File: src/rtl/sdram_port_arbiter.sv
// Two-port slot arbiter in front of a 14-phase SDRAM controller.
// Port 0 (CPU) and port 1 (DMA/video) share one access per slot, alternating on contention.
module sdram_port_arbiter #(
    parameter int DATA_PHASE = 7
) (
    input  logic        clk,
    input  logic        reset_n,
    input  logic        clkref,
    input  logic        p0_req,
    input  logic        p1_req,
    input  logic [22:0] p0_addr,
    input  logic [22:0] p1_addr,
    input  logic        p0_we,
    input  logic        p1_we,
    input  logic [7:0]  p0_din,
    input  logic [7:0]  p1_din,
    output logic        p0_ack,
    output logic        p1_ack,
    output logic [7:0]  p0_dout,
    output logic [7:0]  p1_dout,
    output logic [22:0] mem_addr,
    output logic [7:0]  mem_din,
    output logic        mem_we,
    input  logic [7:0]  mem_dout
);
    localparam int         NUM_PORTS = 2;
    localparam logic [3:0] PH_LAST   = 4'd13;
    localparam logic [3:0] PH_DATA   = 4'(DATA_PHASE);

    logic [NUM_PORTS-1:0]       req, we, ack, hit;
    logic [NUM_PORTS-1:0][22:0] addr;
    logic [NUM_PORTS-1:0][7:0]  din, dout;
    logic [3:0]                 phase;
    logic                       busy, owner, last_grant;
    logic                       arb_edge, done_edge, grant_any, grant_sel;

    assign req  = {p1_req, p0_req};
    assign we   = {p1_we, p0_we};
    assign addr = {p1_addr, p0_addr};
    assign din  = {p1_din, p0_din};

    assign p0_ack  = ack[0];
    assign p1_ack  = ack[1];
    assign p0_dout = dout[0];
    assign p1_dout = dout[1];

    // Last cycle before the controller issues ACTIVE.
    assign arb_edge  = (phase == PH_LAST) && !clkref;
    assign done_edge = busy && (phase == PH_DATA);
    assign grant_any = |req;
    // On a tie, the port that did not win last time; otherwise the lone requester.
    assign grant_sel = (&req) ? ~last_grant : req[1];
    assign hit       = done_edge ? (NUM_PORTS'(1) << owner) : '0;

    // Phase counter tracks the controller's q: stalls at 13 and 0 on clkref.
    always_ff @(posedge clk or negedge reset_n) begin
        if (!reset_n) begin
            phase <= '0;
        end else if (phase == PH_LAST) begin
            if (!clkref) phase <= '0;
        end else if (phase == 4'd0) begin
            if (clkref) phase <= 4'd1;
        end else begin
            phase <= phase + 4'd1;
        end
    end

    always_ff @(posedge clk or negedge reset_n) begin
        if (!reset_n) begin
            busy       <= 1'b0;
            owner      <= 1'b0;
            last_grant <= 1'b1;
            mem_addr   <= '0;
            mem_din    <= '0;
            mem_we     <= 1'b0;
        end else if (arb_edge) begin
            busy <= grant_any;
            if (grant_any) begin
                owner      <= grant_sel;
                last_grant <= grant_sel;
                mem_addr   <= addr[grant_sel];
                mem_din    <= din[grant_sel];
                mem_we     <= we[grant_sel];
            end else begin
                // Idle slot: harmless read of the last address.
                mem_we <= 1'b0;
            end
        end else if (done_edge) begin
            busy <= 1'b0;
        end
    end

    always_ff @(posedge clk or negedge reset_n) begin
        if (!reset_n) begin
            ack  <= '0;
            dout <= '0;
        end else begin
            ack <= hit;
            for (int i = 0; i < NUM_PORTS; i++) begin
                if (hit[i] && !mem_we) dout[i] <= mem_dout;
            end
        end
    end

endmodule

File: config.mk
export PLATFORM = sky130hd
export DESIGN_NAME = sdram_port_arbiter
export DESIGN_NICKNAME = d
export VERILOG_FILES = /design/src/rtl/sdram_port_arbiter.sv
export SDC_FILE = /design/constraint.sdc
export NUM_CORES = 1
export LEC_CHECK = 0
export BUFFER_PORTS_ARGS = -buffer_cell sky130_fd_sc_hd__buf_2
export CORE_ASPECT_RATIO = 0.75
export CORE_MARGIN = 2
export CORE_UTILIZATION = 45
export DETAILED_ROUTE_END_ITERATION = 12
export HOLD_SLACK_MARGIN = 0.12
export PLACE_DENSITY = 0.77
export SYNTH_ARGS = -nofsm -noshare
export SYNTH_HDL_FRONTEND = slang
export SYNTH_SLANG_ARGS = --single-unit
File: constraint.sdc
create_clock -name clk -period 2.35 [get_ports clk]
set_input_delay 0.235 -clock clk [delete_from_list [all_inputs] [get_ports clk]]
set_output_delay 0.235 -clock clk [all_outputs]
set_load 0.01 [all_outputs]
# --- Yosys cells after proc, flatten, opt, wreduce, memory -nomap -nowiden ---
# Index checks and enable logic that the tools add are counted.
totals:
  output_inout_bits: 50
  reg_bits: 57
  inputBits: 77
op_classes:
  muxes: 15
  bitwise_logic: 1
  order_cmp: 1
  addsub: 1
  shifts: 1
  eq_ne: 4
  n_reduce_logical: 12
op_table:
  columns: ["op", "n"]
  rows:
  - ["23-bit two-way mux", 2]
  - ["4-bit two-way mux", 4]
  - ["8-bit two-way mux", 2]
  - ["1-bit two-way mux", 6]
  - ["2-bit AND reduction", 3]
  - ["4-bit by 1-bit adder with 4-bit output (second input constant)", 1]
  - ["4-bit by 3-bit == test with 1-bit output (second input constant)", 1]
  - ["4-bit == test (second input constant)", 1]
  - ["1-bit logical AND", 4]
  - ["4-bit zero test", 1]
  - ["3-bit inequality test (second input constant)", 1]
  - ["1-bit zero test", 2]
  - ["1-bit by 2-bit less-than comparator with 1-bit output (second input constant)", 1]
  - ["2-bit two-way mux", 1]
  - ["2-bit inequality test (second input constant)", 1]
  - ["2-bit nonzero test", 1]
  - ["2-bit OR reduction", 1]
  - ["1-bit by 1-bit left shift with 2-bit output (first input constant)", 1]
  - ["1-bit inverter", 1]

# --- Logic depth before layout (Yosys ltp) ---
# Gate-level depths: netlist (run 1).
logic_depth:
  ltp_word: 5
  ltp_mapped: 6
  depth_no_buf: 5

# --- Worst setup path before layout (run 1) ---
# No wires, ideal clock.
synth_path:
  kind: "flip-flop to flip-flop"
  startpoint: "register phase[1]"
  endpoint: "register mem_addr[0]"
  path_stages_with_launch: 7
  arrival_ps: 1527
  synth_period_minus_slack_ps: 1652
  required_ps: 2225
  path_slack_ps: 698
  cell_sequence: "dfrtp_1 -> inv_1 -> ha_1 -> nand4b_4 -> nor2_8 -> buf_6 -> mux2_2"
synth_between:
  elab_chain_cells: 3
synth_rtl:
  columns: ["item", "line_no", "text"]
  rows:
  - ["from (decl)", "33", "logic [3:0] phase;"]
  - ["from (signal assigned)", "64", "phase <= phase + 4'd1;"]
  - ["4-bit == test", "48", "assign arb_edge = (phase == PH_LAST) && !clkref;"]
  - ["1-bit logical AND", "48", null]
  - ["2-bit AND reduction (no source line)", null, null]
  - ["to (signal assigned)", "81", "mem_addr <= addr[grant_sel];"]
  - ["to (decl)", "21", "output logic [22:0] mem_addr,"]
# Every way passes these cells.
# A chain may end at the register's enable or synchronous reset.

# --- Final worst setup path (run 1) ---
layout_path:
  startpoint: "register phase[1]"
  endpoint: "register mem_addr[10]"
# Same word-level chain as after synthesis.

==> results.txt, run 1 <==
Total grt overflow: 0
CTS tree: built
Pin count of the biggest net entering global routing: 35
DPL Wire Length: 4190 µm
FP Rows: 24
Yosys warnings: 0
Setup Buffers After CTS: 0
CTS max path bufs: 2
Post-DR vias/cell: 4.89
Least-Margin Pin Slew: 0.659 ns
Seq/Total Area, Yosys: 52.1%
Post-route DRC: 0
CP required: 2.56 ns
Worst skew pair latency: 0.33 ns
Post-Synth Adder-Cell Area: 1.37%
TritonCTS Buffers: 9
RePlAce Congestion: 0.816
Synth Area in Compound Gates: 3.10%
Clock slew at reported path FFs: 0.06 ns
Run status: finished, final reports clean
Async S/R FF share, synth: 100%
Synth area leaders: dfrtp_1 51%, mux2_2 33%, buf_6 2.5%
Setup CP Type: flop to flop
Share of cells above drive strength 1: 73.0%
Setup Skew: 0.00622 ns
Most frequent cells after synthesis: 80 x mux2_2, 56 x dfrtp_1, 6 x buf_6
Worst hold start: mem_dout[1]
Post-synth EDFFs: 0
HP Class: input pin to flop
Worst R2R Start: phase[1]
Diodes inserted: 0
Post-synth top area cell: dfrtp_1
Rel. slew slack: 56.1%
Core Area: 0.00586 mm²
Multiplexer area fraction after synthesis: 33.6%
Worst Setup SP: phase[1]
Cts repair resizes: 0
CTS Sinks: 57
Routed Antenna Nets: 0
Slew Viols, Final: 0
Gr usage total: 17.8%
Setup slack, reg-to-reg: 0.32 ns
Die X: 94.1 µm
Min Tclk post-route: 2.03 ns
Peak Freq: 492 MHz
Post-CTS Hold Fix Bufs: 2
Final setup violation count: 0
Top cell type's share of synthesized area: 51.1%
Die ar.: 0.00674 mm²
Post-synthesis simple-gate area fraction: 5.89%
Vias post-DR: 1956
CP max FO: 34
Syn nets: 263
First-pass GRT wire length: 9090 µm
Xor and xnor area share after synthesis: 0%
Mean post-synth cell area: 15.0 µm²
Setup TNS: 0 ns
Initial Util: 46.8%
Pwr Density: 1100 mW/mm²
Predominant post-synthesis flop cell: dfrtp_1
WL/cell: 14.0 µm
Main combinational cell family by area after synthesis: multiplexers
I/O Pins: 127
Arrival time worst endpoint: 2.24 ns
Mapped Cells: 183
Nets: 398
Yosys cell types: 29
Final Cycle Share: 86.6%
RSZ-0062 raised after global routing: false
Area grow syn2layout: 33.0%
Vias in the first global route: 1993
VDD IR max: 0.526 mV
Worst setup EP type: flop
Pre-Repair DR Iteration Count: 4
Die H: 71.6 µm
Most frequent cell after synthesis: mux2_2
Max Cap Violations: 0
PortBufs: 126
Antenna violations before repair: 0
Yosys reg bits: 57
H-tree depth: 3
Final Util: 62.2%
Starting DRT DRC Count: 53
Final wirelength: 5610 µm
Root Buffer: clkbuf_8
Startpoint Class: flop
Leakage: 1.91 nW
Final hold vios: 0
Synthesized area: 0.00274 mm²
## final timing paths
check                               end  cells past startpoint
max reg2reg                mem_addr[10]                      5
max                        mem_addr[10]                      5
min                          p1_dout[1]                      2
min reg2reg                  p1_dout[0]                      1
max in group asynchronous    p0_dout[4]                      3
min in group asynchronous    p0_dout[1]                      2
## layer usage
layer	wire, µm	GRT usage (%)	up-vias
met2	2470	28.2	91
met1	2480	21.5	916
li1	-	-	935
met5	0	0	-
met3	542	7.15	14
met4	116	7.89	0
## sequential cells by signal, summed over array words and instances, names as in the netlist
register / cells
mem_addr: 23
owner: 1
p1_dout: 8
phase: 4
last_grant: 1
p0_dout: 8
mem_we: 1
ack: 2
mem_din: 8
busy: 1
## worst max-delay path, stage by stage, from the launching register on
cell	delay, ns
dfrtp_1	0.41
inv_1	0.09
ha_1	0.28
nand4b_4	0.20
nor2_8	0.52
mux2_2	0.40
## per-stage QoR
stage	setup WS [ns]	area (µm²)	hold slack (ns)	std cells	total power [mW]
4_1_cts	0.312	3640	0.137	400	4.06
2_1_floorplan	0.698	2740	-0.0606	183	2.59
3_3_place_gp	0.452	3430	0.298	383	3.10
5_1_grt	0.159	3640	0.138	400	4.28
3_5_place_dp	0.335	3430	0.297	383	3.16
6_report	0.316	3640	0.153	400	4.00
## cell type report
class                   count  area, µm²
clock buffers              10        138
repair buffers            132        693
fillers                   482       2210
well taps                  78       97.6
inverters                   5       18.8
flip-flops and latches     57       1430
multi-input cells         113       1210
clock inverters             5       56.3
## cells in the final DEF (no fill, tap or decap), types with 2 or more instances in the layout
cell	Yosys	routed
nand2_1	5	5
nor2_1	3	3
mux2_2	80	80
dlygate4sd3_1	0	2
clkbuf_8	1	10
inv_1	5	5
buf_4	1	3
ha_1	3	3
buf_2	0	126
a31o_2	2	2
clkinv_2	0	2
nor3_4	2	2
dfrtp_1	56	56
nand4b_4	2	2
## power breakdown
group	internal (mW)	switching, mW
registers	1.40	0.289
logic	0.785	0.646
clock network	0.510	0.369
total	2.70	1.30
## cells by family after synthesis
kind of cell	after synthesis
AND/OR/NAND/NOR	18
adder cells (fa/ha/maj)	3
flip-flops	57
multiplexers	82
buffers and inverters	13
AO/OA/AOI/OAI	10
Note: power is estimated with default switching activity, not from simulation.
==> inputs of run 2 (changes only) <==
CELL_PAD_IN_SITES_DETAIL_PLACEMENT = 1   (was default)
CELL_PAD_IN_SITES_GLOBAL_PLACEMENT = 2   (was default)
CORE_UTILIZATION = 30   (was 45)
PLACE_DENSITY = default   (was 0.77)
PLACE_DENSITY_LB_ADDON = 0.1   (was default)
REMOVE_ABC_BUFFERS = 1   (was default)
==> results.txt, run 2 (synthesis gave the netlist of run 1 again) <==
Hold depth: 2 (unchanged)
Die H: 86.8 µm (+21%)
CP max FO: 33 (-2.9%)
Routed Antenna Nets: 0 (unchanged)
Antenna violations before repair: 0 (unchanged)
Post-CTS Hold Fix Bufs: 1 (-1)
Die ar.: 0.00993 mm² (+47%)
Setup CP Type: flop to flop
WL/cell: 15.0 µm (+7.1%)
Post-DR vias/cell: 4.56 (-6.7%)
Total grt overflow: 0 (unchanged)
RSZ-0062 raised after global routing: false
VDD IR max: 0.398 mV (-24%)
Nets: 397 (-0.25%)
Initial Util: 30.6% (-16 points)
Peak Freq: 537 MHz (+9.3%)
Arrival time worst endpoint: 2.06 ns (-0.18 ns)
Final setup violation count: 0 (unchanged)
Area grow syn2layout: 38.6%
I/O Pins: 127 (unchanged)
FF-to-FF End: mem_addr[6]
PortBufs: 126 (unchanged)
Pin count of the biggest net entering global routing: 37 (+5.7%)
CP bufs+invs: 2 (+1)
Crit path max-delay family: flip-flops
CP required: 2.54 ns (-0.02 ns)
Slew Viols, Final: 0 (unchanged)
Rel. slew slack: 45.9% (-10 points)
Setup slack, reg-to-reg: 0.49 ns (+0.17 ns)
Slowest CP cell: dfrtp_1
Cts repair resizes: 0 (unchanged)
Setup Skew: 0.00883 ns (+0.00261 ns)
First-pass GRT wire length: 10500 µm (+16%)
FP Rows: 30 (+25%)
Worst R2R Start: phase[1]
Setup TNS: 0 ns (unchanged)
Top reg by flops: mem_addr
Final wirelength: 6490 µm (+16%)
DPL Wire Length: 4940 µm (+18%)
Share of cells above drive strength 1: 73.1% (+0.14 points)
Most frequent cells in the layout: 126 x buf_2, 80 x mux2_2, 56 x dfrtp_1, 9 x clkbuf_16
Run status: finished, final reports clean
Hold Worst Slack: 0.163 ns (+0.00977 ns)
Startpoint Class: flop
Leakage: 1.96 nW (+2.5%)
Commonest non-fill, non-tap cell in the layout: buf_2
Min Tclk post-route: 1.86 ns (-0.173 ns)
Diodes inserted: 0 (unchanged)
CTS tree: built
Die X: 114 µm (+22%)
Worst setup EP type: flop
Worst hold start: mem_dout[3]
Vias post-DR: 1971 (+0.77%)
CTS Sinks: 57 (unchanged)
Critical path cell sequence: inv_1 -> ha_1 -> nand4b_4 -> nor2_8 -> buf_12 -> mux2_2
Max Cap Violations: 0 (unchanged)
RePlAce Congestion: 0.688 (-16%)
Pwr Density: 1170 mW/mm² (+6.7%)
Least-Margin Pin Slew: 0.812 ns (+0.153 ns)
Worst Setup SP: phase[1]
HP Class: input pin to flop
Worst skew pair latency: 0.32 ns (about the same)
Worst Hold Endpoint: p0_dout[3]
Starting DRT DRC Count: 34 (-36%)
Critical path depth in cells: 6 (+1)
Largest register FFs: 23 (unchanged)
Pre-Repair DR Iteration Count: 4 (unchanged)
Setup Buffers After CTS: 0 (unchanged)
Worst R2R Path Depth: 6 (+1)
Final Cycle Share: 79.2% (-7.4 points)
Vias in the first global route: 2077 (+4.2%)
Root Buffer: clkbuf_16
CTS max path bufs: 2 (unchanged)
Gr usage total: 14.0% (-3.8 points)
Clock slew at reported path FFs: 0.05 ns (about the same)
Final hold vios: 0 (unchanged)
Core Area: 0.00897 mm² (+53%)
TritonCTS Buffers: 9 (unchanged)
Post-route DRC: 0 (unchanged)
H-tree depth: 3 (unchanged)
CP peak stage delay: 0.41 ns (-0.11 ns)
-- run 2: worst max-delay path by stage --
stage | to
after floorplan | mem_addr[0]
after global placement | mem_addr[8]
after detailed placement | mem_addr[13]
after CTS | mem_addr[6]
after global routing | mem_addr[6]
final | mem_addr[6]
-- run 2: area by class of cell --
type / instances / area, µm²
clock buffer: 12 / 267
multi-input combinational: 113 / 1210
clock inverter: 2 / 37.5
tap: 112 / 140
fill: 977 / 5170
sequential: 57 / 1430
inverter: 5 / 18.8
timing repair buffer: 131 / 696
-- run 2: power by group --
| group | internal (mW) | switching, mW | leakage, nW |
|---|---|---|---|
| Combinational | 0.790 | 0.670 | 1.08 |
| Clock | 0.892 | 0.412 | 0.147 |
| Sequential | 1.41 | 0.280 | 0.731 |
| Total | 3.09 | 1.36 | 1.96 |
-- run 2: metrics by stage --
step	power (mW)	instance area (µm²)	util (%)	setup slack (ns)	std cells
final	4.45	3800	42.4	0.489	432
after CTS	4.54	3800	42.4	0.472	432
after global routing	4.74	3800	42.4	0.381	432
after floorplan	2.54	2650	-	0.236	175
after global placement	3.16	3490	38.9	0.511	417
after detailed placement	3.20	3490	38.9	0.486	417
-- run 2: layer usage --
metal	vias up	wire length, µm	GRT usage (%)
li1	933	-	-
met5	-	0	0
met2	65	3010	22.2
met1	965	2930	17.2
met3	8	475	6.22
met4	0	70	4.32
==> inputs of run 3 (changes only) <==
ABC_AREA = 1   (was default)
CORE_UTILIZATION = 23   (was 30)
clock period = 1.7 ns   (was 2.35 ns; I/O delays follow)
==> results.txt, run 3 <==
Run status: finished, final reports clean
WL/cell: 13.2 µm (-12%)
CTS tree: built
Max Cap Violations: 0 (unchanged)
Top reg by flops: mem_addr
Starting DRT DRC Count: 93 (+170%)
Die ar.: 0.0132 mm² (+33%)
Setup Skew: 0.00615 ns (-0.00268 ns)
Total grt overflow: 0 (unchanged)
Clock slew at reported path FFs: 0.05 ns (about the same)
FP Rows: 35 (+17%)
Core Area: 0.0122 mm² (+36%)
Post-DR vias/cell: 4.15 (-8.9%)
HP Class: input pin to flop
Worst skew pair latency: 0.33 ns (about the same)
VDD IR max: 0.483 mV (+21%)
Final wirelength: 8930 µm (+38%)
FILL cells: 1543 (+58%)
Least-Margin Pin Slew: 0.579 ns (-0.233 ns)
First-pass GRT wire length: 14600 µm (+39%)
DPL Wire Length: 6200 µm (+26%)
Synthesized area: 0.00284 mm² (+3.4%)
Share of cells above drive strength 1: 31.8% (-41 points)
Yosys cell types: 25 (-14%)
Arrival time worst endpoint: 1.74 ns (-0.32 ns)
Setup Buffers After CTS: 0 (unchanged)
Vias in the first global route: 2936 (+41%)
Die H: 100 µm (+15%)
Footprint of the multi-input gates: 0.00127 mm² (+4.7%)
Initial Util: 23.3% (-7.3 points)
Post-route DRC: 0 (unchanged)
Synth area leaders: dfrtp_1 49%, nand2_1 32%, nand4_1 4.0%
Peak Freq: 656 MHz (+22%)
Commonest non-fill, non-tap cell in the layout: nand2_1
Gr usage total: 14.0% (about the same)
Rel. slew slack: 61.3% (+15 points)
Area grow syn2layout: 44.3%
Pin count of the biggest net entering global routing: 58 (+57%)
Top cell type's share of synthesized area: 49.4% (-1.7 points)
Antenna violations before repair: 0 (unchanged)
PortBufs: 126 (unchanged)
I/O Pins: 127 (unchanged)
Diodes inserted: 0 (unchanged)
Final hold vios: 0 (unchanged)
Worst setup EP type: flop
Yosys reg bits: 57 (unchanged)
RePlAce Congestion: 0.737 (+7.1%)
Routed Antenna Nets: 0 (unchanged)
Slew Viols, Final: 0 (unchanged)
Startpoint Class: flop
TritonCTS Buffers: 9 (unchanged)
Post-synth EDFFs: 0 (unchanged)
Nets: 588 (+48%)
Sequential cell area: 0.00143 mm² (unchanged)
Predominant post-synthesis flop cell: dfrtp_1
CP max FO: 17 (-48%)
Largest register FFs: 23 (unchanged)
RSZ-0062 raised after global routing: false
Seq/Total Area, Yosys: 50.4% (-1.7 points)
Most frequent cells in the layout: 243 x nand2_1, 126 x buf_2, 56 x dfrtp_1, 18 x nand4_1, 13 x dlygate4sd3_1
Most frequent cells after synthesis: 243 x nand2_1, 56 x dfrtp_1, 18 x nand4_1
Setup CP Type: flop to flop
Pwr Density: 1580 mW/mm² (+35%)
Final setup violation count: 0 (unchanged)
Vias post-DR: 2817 (+43%)
Async S/R FF share, synth: 100% (unchanged)
Most frequent cell after synthesis: nand2_1
Mean post-synth cell area: 7.75 µm² (-48%)
Mapped Cells: 366 (+100%)
Die X: 132 µm (+16%)
Leakage: 2.36 nW (+21%)
Final Cycle Share: 89.6% (+10 points)
CP required: 1.91 ns (-0.63 ns)
Pre-Repair DR Iteration Count: 4 (unchanged)
Setup TNS: 0 ns (unchanged)
Root Buffer: clkbuf_16
Yosys warnings: 0 (unchanged)
CTS Sinks: 57 (unchanged)
Final Util: 33.6% (-8.8 points)
Post-synth top area cell: dfrtp_1
H-tree depth: 3 (unchanged)
Min Tclk post-route: 1.52 ns (-0.337 ns)
CTS max path bufs: 2 (unchanged)
==> run 3: cell families (layout without fill, tap and decap cells) <==
logic type	count (synthesis)	in the layout	synth area share [%]
simple gates	278	279	42.1
compound gates	2	2	0.353
flops	57	57	50.4
buf+inv	25	170	5.60
fa+ha+maj	3	3	1.32
xor+xnor	1	1	0.309
==> run 3: layout make-up <==
class / instances / share of cell area [%]
Timing Repair Buffer: 146 / 20.5
Clock buffer: 12 / 6.03
Sequential cell: 57 / 34.9
Clock inverter: 3 / 1.59
Inverter: 9 / 0.826
Tap cell: 166 / 5.08
Multi-Input combinational cell: 285 / 31.1
==> run 3: worst max-delay path, stage by stage (launching register included) <==
cell      delay (ns)
dfrtp_1         0.40
inv_1           0.10
ha_2            0.21
nand3_2         0.11
inv_2           0.16
nand3b_4        0.24
nand2_1         0.14
nand2_1         0.06
==> run 3: worst paths after layout <==
check	from	to	slack (ns)	cells after the start
max	phase[1]	mem_addr[21]	0.18	7
min	p0_addr[3]	mem_addr[3]	0.13	5
max reg2reg	phase[1]	mem_addr[21]	0.18	7
min reg2reg	p1_dout[1]	p1_dout[1]	0.46	2
max in group asynchronous	reset_n	last_grant	1.02	3
min in group asynchronous	reset_n	phase[2]	0.38	3
==> run 3: where the power goes <==
| part | switching (mW) | internal [mW] |
|---|---|---|
| clock network | 0.602 | 1.31 |
| registers | 0.365 | 1.94 |
| logic | 1.37 | 0.879 |
| total | 2.34 | 4.13 |
==> run 3: metrics by stage <==
stage	area [µm²]	total power [mW]	setup slack, ns	hold slack (ns)	std cells
detailed placement	3630	4.59	0.0382	0.202	649
finish	4090	6.47	0.176	0.131	678
global route	4090	7.00	0.00890	0.140	678
floorplan	2710	3.55	-0.0904	-0.126	350
global placement	3630	4.55	0.0746	0.201	649
CTS	4070	6.58	0.0317	0.121	677
==> run 3: repair_timing <==
| item | 4_1_cts | 5_1_grt |
|---|---|---|
| setup endpoints to repair | 0 | 32 |
| endpoints found under the hold margin | 75 | 0 |
| hold buffers | 13 | 0 |
| resized for setup | 0 | 2 |
==> run 3: metal layers <==
layer	global-route usage, %	wire length, µm	up-vias
li1	-	-	1422
met1	17.5	4230	1318
met4	4.96	119	0
met5	0	0	-
met3	4.75	521	10
met2	22.7	4060	67
